**src/rtl/egg_timer_control.sv**
```systemverilog
// egg_timer_control: front-panel sequencer turning button pulses into a BCD cook time, load/run gating and a timed alarm.
module egg_timer_control #(
  parameter int ALARM_SECS = 10
) (
  input  logic       clk,
  input  logic       reset,
  input  logic       pulse_1s,
  input  logic       btn_start,
  input  logic       btn_clear,
  input  logic       btn_set,
  input  logic       btn_inc,
  input  logic       done,
  output logic [3:0] seconds_prog,
  output logic [3:0] tens_seconds_prog,
  output logic [3:0] minutes_prog,
  output logic [3:0] tens_minutes_prog,
  output logic       load,
  output logic       main_enable,
  output logic       alarm,
  output logic [1:0] digit_sel,
  output logic [2:0] state
);
  typedef enum logic [2:0] {IDLE = 3'd0, SET = 3'd1, LOAD = 3'd2, RUN = 3'd3, PAUSE = 3'd4, ALARM = 3'd5} state_t;
  state_t st;
  logic [7:0] alarm_cnt;
  logic clr, sta, se, inc, nz;
  // only the highest-priority pulse survives: clear > start > set > inc
  assign clr = btn_clear;
  assign sta = btn_start & ~btn_clear;
  assign se = btn_set & ~btn_start & ~btn_clear;
  assign inc = btn_inc & ~btn_set & ~btn_start & ~btn_clear;
  assign nz = |{seconds_prog, tens_seconds_prog, minutes_prog, tens_minutes_prog};
  assign state = st;
  always_ff @(posedge clk or posedge reset) begin
    if (reset) begin
      st <= IDLE;
      seconds_prog <= 4'd0;
      tens_seconds_prog <= 4'd0;
      minutes_prog <= 4'd0;
      tens_minutes_prog <= 4'd0;
      digit_sel <= 2'd0;
      load <= 1'b0;
      main_enable <= 1'b0;
      alarm <= 1'b0;
      alarm_cnt <= 8'd0;
    end else begin
      load <= 1'b0;
      case (st)
        IDLE: begin
          if (clr) begin
            seconds_prog <= 4'd0;
            tens_seconds_prog <= 4'd0;
            minutes_prog <= 4'd0;
            tens_minutes_prog <= 4'd0;
          end else if (sta && nz) begin
            st <= LOAD;
            load <= 1'b1;
          end else if (se) begin
            st <= SET;
            digit_sel <= 2'd0;
          end
        end
        SET: begin
          if (clr) begin
            st <= IDLE;
            digit_sel <= 2'd0;
            seconds_prog <= 4'd0;
            tens_seconds_prog <= 4'd0;
            minutes_prog <= 4'd0;
            tens_minutes_prog <= 4'd0;
          end else if (sta && nz) begin
            st <= LOAD;
            load <= 1'b1;
            digit_sel <= 2'd0;
          end else if (se) begin
            st <= (digit_sel == 2'd3) ? IDLE : SET;
            digit_sel <= digit_sel + 2'd1;
          end else if (inc) begin
            case (digit_sel)
              2'd0: seconds_prog <= (seconds_prog >= 4'd9) ? 4'd0 : seconds_prog + 4'd1;
              2'd1: tens_seconds_prog <= (tens_seconds_prog >= 4'd5) ? 4'd0 : tens_seconds_prog + 4'd1;
              2'd2: minutes_prog <= (minutes_prog >= 4'd9) ? 4'd0 : minutes_prog + 4'd1;
              default: tens_minutes_prog <= (tens_minutes_prog >= 4'd5) ? 4'd0 : tens_minutes_prog + 4'd1;
            endcase
          end
        end
        LOAD: begin
          st <= RUN;
          main_enable <= 1'b1;
        end
        RUN: begin
          if (clr) begin
            st <= IDLE;
            main_enable <= 1'b0;
          end else if (sta) begin
            st <= PAUSE;
            main_enable <= 1'b0;
          end else if (done) begin
            st <= ALARM;
            main_enable <= 1'b0;
            alarm <= 1'b1;
            alarm_cnt <= 8'd0;
          end
        end
        PAUSE: begin
          if (clr) st <= IDLE;
          else if (sta) begin
            st <= RUN;
            main_enable <= 1'b1;
          end
        end
        ALARM: begin
          if (clr || sta) begin
            st <= IDLE;
            alarm <= 1'b0;
          end else if (pulse_1s) begin
            alarm_cnt <= alarm_cnt + 8'd1;
            if (alarm_cnt + 8'd1 == 8'(ALARM_SECS)) begin
              st <= IDLE;
              alarm <= 1'b0;
            end else alarm <= ~alarm;
          end
        end
        default: begin
          st <= IDLE;
          main_enable <= 1'b0;
          alarm <= 1'b0;
        end
      endcase
    end
  end
endmodule

```
**config.mk**
```make
export PLATFORM = sky130hd
export DESIGN_NAME = egg_timer_control
export DESIGN_NICKNAME = d
export VERILOG_FILES = /design/src/rtl/egg_timer_control.sv
export SDC_FILE = /design/constraint.sdc
export NUM_CORES = 1
export LEC_CHECK = 0
export CORE_MARGIN = 2
export CORE_UTILIZATION = 45
export CTS_BUF_LIST = sky130_fd_sc_hd__clkbuf_4
export CTS_CLUSTER_DIAMETER = 30
export DETAILED_ROUTE_END_ITERATION = 10
export GPL_ROUTABILITY_DRIVEN = 0
export PLACE_DENSITY_LB_ADDON = 0.1
export SLEW_MARGIN = 0
export SYNTH_ARGS = -nofsm -noshare
export SYNTH_HDL_FRONTEND = slang
export SYNTH_SLANG_ARGS = --single-unit
```
**constraint.sdc**
```tcl
create_clock -name clk -period 3.5 [get_ports clk]
set_input_delay 0.7 -clock clk [delete_from_list [all_inputs] [get_ports clk]]
set_output_delay 0.7 -clock clk [all_outputs]
set_load 0.02 [all_outputs]
```
=== Word-level counts from Yosys, hierarchy flattened ===
Cells that the tools add are included.
W data, S select, Z words.

* Input port bits: 8
* Output and inout bits: 24
* Flip-flop bits (word level): 32
* Logic and storage cells: 159

* $lt $le $gt $ge: 4
* Equal/unequal tests: 33
* Bitwise logic cells: 12
* Reductions and logical operators: 20
* Add/sub/neg operators: 6
* Muxes and demuxes: 74

{| class="wikitable"
|+ Operator list
! cell !! count
|-
| $mux W4 || 25
|-
| $mux W3 || 14
|-
| $mux W8 || 5
|-
| $ne A3 B3 Y1 const B || 11
|-
| $pmux W4 S2 || 4
|-
| $reduce_and A6 Y1 || 5
|-
| $ne A2 B2 Y1 const B || 11
|-
| $pmux W3 S6 || 1
|-
| $add A4 B1 Y4 const B || 4
|-
| $pmux W8 S2 || 1
|-
| $reduce_or A16 Y1 || 1
|-
| $mux W1 || 15
|-
| $mux W2 || 6
|-
| $reduce_and A5 Y1 || 2
|-
| $add A8 B1 Y8 const B || 1
|-
| $eq A8 B4 Y1 const B || 1
|-
| $ge A4 B3 Y1 const B || 2
|-
| $ge A4 B4 Y1 const B || 2
|-
| $ne A4 B4 Y1 const B || 2
|-
| $reduce_and A7 Y1 || 1
|-
| $and A1 B1 Y1 || 6
|-
| $eq A3 B2 Y1 const B || 2
|-
| $eq A3 B3 Y1 const B || 2
|-
| $not A1 Y1 || 6
|-
| 16 further kinds || 19
|}

=== Logic depth before layout (Yosys ltp) ===
Gate-level depths: netlist of run 1.

* Depth after elaboration: 9
* Gate-level depth with buffers: 7
* Mapped depth without buffers: 7

=== Least setup slack after synthesis of run 1 ===
OpenSTA, ideal clock, no wires.

* Kind: input to register
* From: input port btn_clear
* To: register tens_seconds_prog[3]
* Cell stages on the path: 5
* Data arrival time: 2,078 ps
* Buffers on the path: 2
* Path slack: 1,344 ps
* Library setup time: 77 ps
* Required time: 3,423 ps
* Cell sequence: buf_2 > or4b_4 > buf_6 > or4_1 > o21ai_1

* Longest elaborated chain between the ends: 5
* Elaborated cells between the ends (all ways): 13
* Those cells by class: eq/ne (5); mux (2); bitwise (4); reduce/logical (2)

{| class="wikitable"
|+ Ends and longest elaborated chain
! element !! RTL line !! text
|-
| from (decl) || 9 || <nowiki>input logic btn_clear,</nowiki>
|-
| $not A1 Y1 || 29, 30, 31 ||
|-
| $and A1 B1 Y1 || 29 || <nowiki>assign sta = btn_start & ~btn_clear;</nowiki>
|-
| $logic_and A1 B1 Y1 || 71 || <nowiki>end else if (sta && nz) begin</nowiki>
|-
| $ne A3 B3 Y1 (no line) || -- ||
|-
| $reduce_and A6 Y1 (no line) || -- ||
|-
| to (signal assigned) || 81 || <nowiki>2'd1: tens_seconds_prog <= (tens_seconds_prog >= 4'd5) ? 4'd0 : tens_seconds_prog + 4'd1;</nowiki>
|-
| to (decl) || 14 || <nowiki>output logic [3:0] tens_seconds_prog,</nowiki>
|}

Parallel ways exist; a longest one is shown, timed or not.
A chain may end at the register's enable or synchronous reset.

=== Worst setup path in the final report of run 1 ===
* From: input port btn_clear
* To: register alarm_cnt[7]

* Longest elaborated chain between the ends: 5
* Elaborated cells between the ends (all ways): 7
* Those cells by class: eq/ne (3); bitwise (2); reduce/logical (2)

{| class="wikitable"
|+ Ends and longest elaborated chain
! element !! RTL line !! text
|-
| $not A1 Y1 || 29 ||
|-
| $and A1 B1 Y1 || 29 ||
|-
| $logic_or A1 B1 Y1 || 113 || <nowiki>if (clr || sta) begin</nowiki>
|-
| $ne A2 B2 Y1 (no line) || -- ||
|-
| $reduce_and A6 Y1 (no line) * || -- ||
|-
| to (signal assigned) || 117 || <nowiki>alarm_cnt <= alarm_cnt + 8'd1;</nowiki>
|-
| to (decl) || 25 || <nowiki>logic [7:0] alarm_cnt;</nowiki>
|}

Mark *: on every way between the ends. The rest lies on a longest branch, timed or not.

==> flow_summary_export.csv, run 1 <==
group,metric,value,unit
global_routing,antenna_found_initial,0,
clocking,cts_buffers,5,
synthesis,synthFlopType,"dfrtp_1",
worst_setup_path,reg2reg_slack,1.27,ns
clocking,cts_tree,"done",
synthesis,netlist_instances,247,
synthesis,ys_seq_area_share,36.24,%
pwr,power,1.582,mW
sta,slew_violations,0,
worst_setup_path,rr_startpoint,"tens_seconds_prog[0]",
die,core_area,0.004723,sq mm
hold_path,hold_class,"reg -> reg",
clocking,cts-root-buf,"clkbuf_4",
sta,post-route-period-util,73.52,%
pwr,leakage,1.115,nW
detailed_routing,vias_per_cell,5.339,
global_routing,grt_use_met1,25.43,%
worst_setup_path,crit_path_end_kind,"flip-flop",
synthesis,syn-num-nets,276,
sta,setup_viol,0,
clocking,clock_path_buffers,2,
detailed_routing,vias,1858,
synthesis,ys_ff_latch,32,
pwr,ir_drop,0.3186,mV
cells_and_area,diodes,0,
global_routing,use_met3,3.930,%
worst_setup_path,crit_fanout,11,
worst_setup_path,worstPathArrival,2.79,ns
synthesis,syn_area,0.002210,sq mm
die,io_pins,32,
clocking,cts_max_level,2,
clocking,path_clk_slew,0.11,ns
detailed_routing,routedWlPerCell,13.84,microns
worst_setup_path,reg2reg_depth,7,
global_routing,grtUsageMet2,31.15,%
global_routing,grt_max_degree,33,
global_routing,grt.busiest_layer,"met2",
global_routing,gr-total-overflow,0,
sta,setup_slack,0.9266,ns
synthesis,synth_edf_count,0,
die,die_h,74.08,microns
cells_and_area,layout_commonest_cell,"dfrtp_1",
synthesis,async_flop_share,100.0,%
sta,fin_setup_tns,0,ns
clocking,post_cts_resized,0,
sta,fin_crit,2.573,ns
sta,rsz0062_at_grt,"no",
cells_and_area,layout-drive-gt1-share,8.185,%
synthesis,postSynthAreaPerCell,8.946,sq um
status,outcome,"completed",
die,die-area,0.005487,sq mm
worst_setup_path,crit_start,"btn_clear",
clocking,clkSinkCount,32,
worst_setup_path,r2r-end,"state[1]",
detailed_routing,remaining_drc_errors,0,
cells_and_area,syn2layout_area_growth,19.08,%
clocking,post-cts-setup-buffers,0,
placement,dpl_worst_slack,0.6038,ns
flow_run,cap_violations,0,
detailed_routing,postRouteWirelength,4815,microns
detailed_routing,antenna_left,0,
global_routing,grt_pass1_wl,8142,microns
worst_setup_path,endpoint,"alarm_cnt[7]",
pwr,p_per_area,601.2,mW/mm^2
die,dieWidth,74.08,microns
placement,hpwl,3503,microns
sta,worstMarginPinSlew,0.5778,ns
global_routing,grt_pass1_vias,1772,
detailed_routing,drt-initial-drc-count,157,
placement,io_buffers,31,
sta,relSlewSlack,61.48,%
sta,fin_worst_skew,0.01536,ns
sta,timing_hold_violations_final,0,
global_routing,track_usage,19.06,%
worst_setup_path,cp-start-kind,"input port",
clocking,hold_buffers,0,
worst_setup_path,critPathKind,"in -> reg",
cells_and_area,fin_nets,309,
synthesis,yosys_warnings,0,
detailed_routing,dr.pass1.iters,4,
synthesis,synth.distinct_cells,56,
die,initial_core_util,46.78,%
cells_and_area,final_cell_mix,"dfrtp_1, clkdlybuf4s50_1, o21ai_0",
clocking,clock_latency,0.34,ns
sta,max_freq,0.3886,GHz
die,std_cell_rows,25,
worst_setup_path,required,3.72,ns
-- where the power goes --
part / internal [mW] / switching [mW]
logic: 0.366 / 0.422
registers: 0.440 / 0.134
clock network: 0.0927 / 0.128
-- state kept, by name (all words and copies together) (netlist names) --
register / flops
minutes_prog: 4
alarm_cnt: 8
seconds_prog: 4
digit_sel: 2
state: 3
alarm: 1
tens_seconds_prog: 4
main_enable: 1
load: 1
tens_minutes_prog: 4
-- kinds of logic after synthesis --
kind of cell	count (synthesis)	share of synthesized area (%)
AND/OR/NAND/NOR	90	21.91
buffers and inverters	25	5.039
XOR/XNOR	2	0.7929
adder cells (fa/ha/maj)	21	11.89
AO/OA/AOI/OAI	73	22.14
multiplexers	4	1.982
flip-flops	32	36.24
-- synth_stat cells (all sizes together), types with 2 or more instances --
cell | n | area share (%)
a31o | 2 | 0.79
a21o | 2 | 0.68
nor3 | 5 | 1.1
nor4 | 2 | 0.57
a311o | 2 | 0.91
nor2 | 18 | 3.2
mux2 | 3 | 1.5
o31ai | 5 | 1.9
ha | 21 | 12
or2 | 2 | 0.57
dfrtp | 32 | 36
clkbuf | 3 | 0.51
o21ai | 34 | 7.7
or3b | 2 | 0.79
nand2 | 24 | 4.1
inv | 18 | 3.1
a211oi | 3 | 1.5
a21oi | 7 | 1.6
a2bb2oi | 2 | 0.79
o221ai | 2 | 0.79
nand3 | 5 | 1.1
o21bai | 2 | 0.85
nand3b | 2 | 0.68
o41ai | 2 | 0.79
buf | 4 | 1.5
nor2b | 4 | 1.1
or4b | 3 | 1.5
and3 | 3 | 0.85
nand2b | 11 | 3.1
nand4 | 4 | 1.1
a211o | 2 | 0.79
-- layout make-up --
class                           count  area, sq um
Clock buffer                        7        52.55
Multi-Input combinational cell    190         1297
Inverter                           18        67.56
Sequential cell                    32        800.8
Timing Repair Buffer               33        325.3
Tap cell                           67        83.83
Clock inverter                      1        3.754
Fill cell                         451         2092
-- metal layers --
metal  part of all wire [%]  vias up
li1                       -      953
met1                     47      857
met2                     47       40
met3                    4.1        8
met4                    1.6        0
met5                      0        -
-- worst min path at each step --
stage / slack [ns] / cells after the start / start / end
finish: 0.54 / 2 / alarm / alarm
global route: 0.56 / 1 / alarm_cnt[7] / alarm_cnt[7]
CTS: 0.53 / 1 / alarm_cnt[7] / alarm_cnt[7]
detailed placement: 0.51 / 2 / main_enable / main_enable
global placement: 0.49 / 1 / alarm_cnt[7] / alarm_cnt[7]
floorplan: 0.47 / 1 / alarm_cnt[7] / alarm_cnt[7]
-- metrics by stage --
stage                     cells  instance area [sq um]  utilization, %  hold WS, ns
after floorplan             247                   2210               -       0.4689
after global placement      340                   2575           54.52       0.4881
after detailed placement    340                   2575           54.52       0.5139
after CTS                   348                   2631           55.71       0.5334
after global routing        348                   2631           55.71       0.5591
final                       348                   2631           55.71       0.5379
-- worst max-delay path: stages --
cell and delay, ns:
clkdlybuf4s50_1 0.58, nand2b_1 0.32, a211o_1 0.40, or2_0 0.35
o41ai_1 0.43
(Power assumes the default switching activity.)
==> inputs of run 2 (changes only) <==
==> constraint.sdc (replaced) <==
create_clock -name clk -period 2.5 [get_ports clk]
set_input_delay 0.5 -clock clk [delete_from_list [all_inputs] [get_ports clk]]
set_output_delay 0.5 -clock clk [all_outputs]
set_load 0.02 [all_outputs]
==> run 2 against run 1 <==
Against the previous run:
- core utilization up 1.5 points
- cell count grew 2.0%
- total power up 50%
- wire length grew 3.6%
- setup slack got worse by 0.65 ns
- via count rose by 3.1%
- critical path type is now reg -> reg
- largest power group unchanged
- highest routed layer unchanged
==> flow_summary_export.csv, run 2 (synthesized netlist as in run 1, its figures left out) <==
group,metric,value,unit
status,outcome,"completed",
clocking,cts-root-buf,"clkbuf_4",
cells_and_area,num-fill-cells,437,
sta,whs,0.5174,ns
flow_run,cap_violations,0,
global_routing,track_usage,19.95,%
detailed_routing,drt-initial-drc-count,145,
hold_path,hold_class,"in -> async",
detailed_routing,routedWlPerCell,14.05,microns
detailed_routing,postRouteWirelength,4986,microns
detailed_routing,vias_per_cell,5.394,
clocking,clock_latency,0.35,ns
cells_and_area,top_register,"alarm_cnt",
cells_and_area,fin_nets,316,
global_routing,antenna_found_initial,0,
worst_setup_path,crit_path_end_kind,"flip-flop",
global_routing,grt_pass1_wl,8445,microns
worst_setup_path,required,2.73,ns
pwr,leakage,1.154,nW
placement,place_area,0.002628,sq mm
clocking,cts_max_level,2,
detailed_routing,remaining_drc_errors,0,
worst_setup_path,path_cells,"inv_1 > ha_1 > or4b_1 > o31ai_2 > mux2_1 > nor2_1 > a211o_1",
sta,timing_hold_violations_final,0,
pwr,pwr-share-comb,50.5,%
detailed_routing,vias,1915,
worst_setup_path,crit_slowest_cell,"or4b_1",
global_routing,grt_max_degree,33,
die,dieWidth,74.08,microns
cells_and_area,fin_area,0.002703,sq mm
die,die_h,74.08,microns
pwr,ir_drop,0.3962,mV
cells_and_area,largest_reg_flops,8,
sta,post-route-period-util,88.88,%
sta,max_freq,0.4501,GHz
clocking,post-cts-setup-buffers,0,
cells_and_area,syn2layout_area_growth,22.31,%
clocking,hold_buffers,0,
sta,rsz0062_at_grt,"no",
die,initial_core_util,46.78,%
placement,hpwl,3655,microns
cells_and_area,layout-drive-gt1-share,10.07,%
die,die-area,0.005487,sq mm
pwr,p_per_area,877.8,mW/mm^2
clocking,path_clk_slew,0.11,ns
sta,setup_viol,0,
cells_and_area,layout.cells.non_filler,355,
worst_setup_path,crit_family,"compound AO/OA/AOI/OAI gates",
worst_setup_path,cp-start-kind,"flip-flop",
cells_and_area,layout_commonest_cell,"dfrtp_1",
global_routing,grt_pass1_vias,1833,
clocking,clock_path_buffers,2,
placement,placed_cells,347,
worst_setup_path,critPathKind,"reg -> reg",
worst_setup_path,reg2reg_slack,0.28,ns
clocking,clkSinkCount,32,
sta,fin_setup_tns,0,ns
pwr,p_sw,0.9933,mW
die,std_cell_rows,25,
worst_setup_path,crit_buf_inv,1,
sta,fin_worst_skew,0.01639,ns
sta,worstMarginPinSlew,0.5035,ns
detailed_routing,dr.pass1.iters,4,
sta,slew_violations,0,
worst_setup_path,r2r-end,"state[1]",
sta,fin_crit,2.222,ns
cells_and_area,final_cell_mix,"dfrtp_1, clkdlybuf4s50_1, o21ai_0",
cells_and_area,diodes,0,
clocking,cts_buffers,5,
pwr,switching_share,41.87,%
pwr,p_int,1.379,mW
die,core_area,0.004723,sq mm
global_routing,gr-total-overflow,0,
die,io_pins,32,
clocking,post_cts_resized,0,
worst_setup_path,critical-path-max-stage-delay,0.50,ns
worst_setup_path,reg2reg_depth,7,
sta,relSlewSlack,66.44,%
worst_setup_path,worstPathArrival,2.45,ns
pwr,seqPwrFrac,32.9,%
worst_setup_path,rr_startpoint,"tens_seconds_prog[0]",
placement,io_buffers,31,
clocking,cts_tree,"done",
detailed_routing,antenna_left,0,
worst_setup_path,crit_fanout,7,
pwr,power.share.clock,16.6,%
-- run 2: cell count changes in the layout (fill, tap and decap cells not counted) --
cell       before  now
bufinv_16       0    1
clkinv_1        1    2
clkbuf_4        7    5
buf_4           2    9
-- run 2: worst min-delay path, cell delays in order --
cell and delay (ns):
clkdlybuf4s50_1 0.40, inv_1 0.05, buf_4 0.37
-- run 2: metal layers --
layer | GRT usage (%) | up-vias | wire length, microns | share of wire, %
li1 | - | 960 | - | -
met1 | 26.08 | 905 | 2362 | 47
met2 | 33.33 | 43 | 2382 | 48
met3 | 3.252 | 7 | 167 | 3.3
met4 | 7.273 | 0 | 74 | 1.5
met5 | 0 | - | 0 | 0
-- run 2: worst max path at each step --
stage | from | end | slack [ns] | cells after the start
finish | tens_seconds_prog[0] | state[1] | 0.28 | 7
global route | tens_seconds_prog[0] | state[1] | 0.13 | 7
CTS | tens_seconds_prog[0] | state[1] | 0.25 | 7
detailed placement | btn_clear | alarm_cnt[7] | 0.07 | 5
global placement | btn_start | tens_seconds_prog[3] | 0.15 | 6
floorplan | tens_seconds_prog[0] | state[1] | 0.40 | 7
-- run 2: layout make-up --
class	count	area, sq um	area share, %
Timing Repair Buffer	40	377.9	13.98
Multi-Input combinational cell	190	1297	48.01
Clock inverter	3	37.54	1.389
Clock buffer	5	37.54	1.389
Sequential cell	32	800.8	29.63
Tap cell	67	83.83	3.102
Inverter	18	67.56	2.500
-- run 2: stage by stage --
stage | power [mW] | utilization [%] | worst slack [ns]
4_1_cts | 2.400 | 57.22 | 0.2542
2_1_floorplan | 1.566 | - | 0.4005
5_1_grt | 2.568 | 57.22 | 0.1332
3_3_place_gp | 1.982 | 55.63 | 0.1523
3_5_place_dp | 1.996 | 55.63 | 0.06502
6_report | 2.372 | 57.22 | 0.2781
-- run 2: power groups by stage --
| stage | Sequential (mW) | Clock [mW] | Combinational (mW) |
|---|---|---|---|
| floorplan | 0.844 | 0 | 0.723 |
| detailed placement | 0.789 | 0 | 1.21 |
| global placement | 0.788 | 0 | 1.19 |
| finish | 0.781 | 0.394 | 1.20 |
| CTS | 0.781 | 0.405 | 1.21 |
| global route | 0.802 | 0.428 | 1.34 |
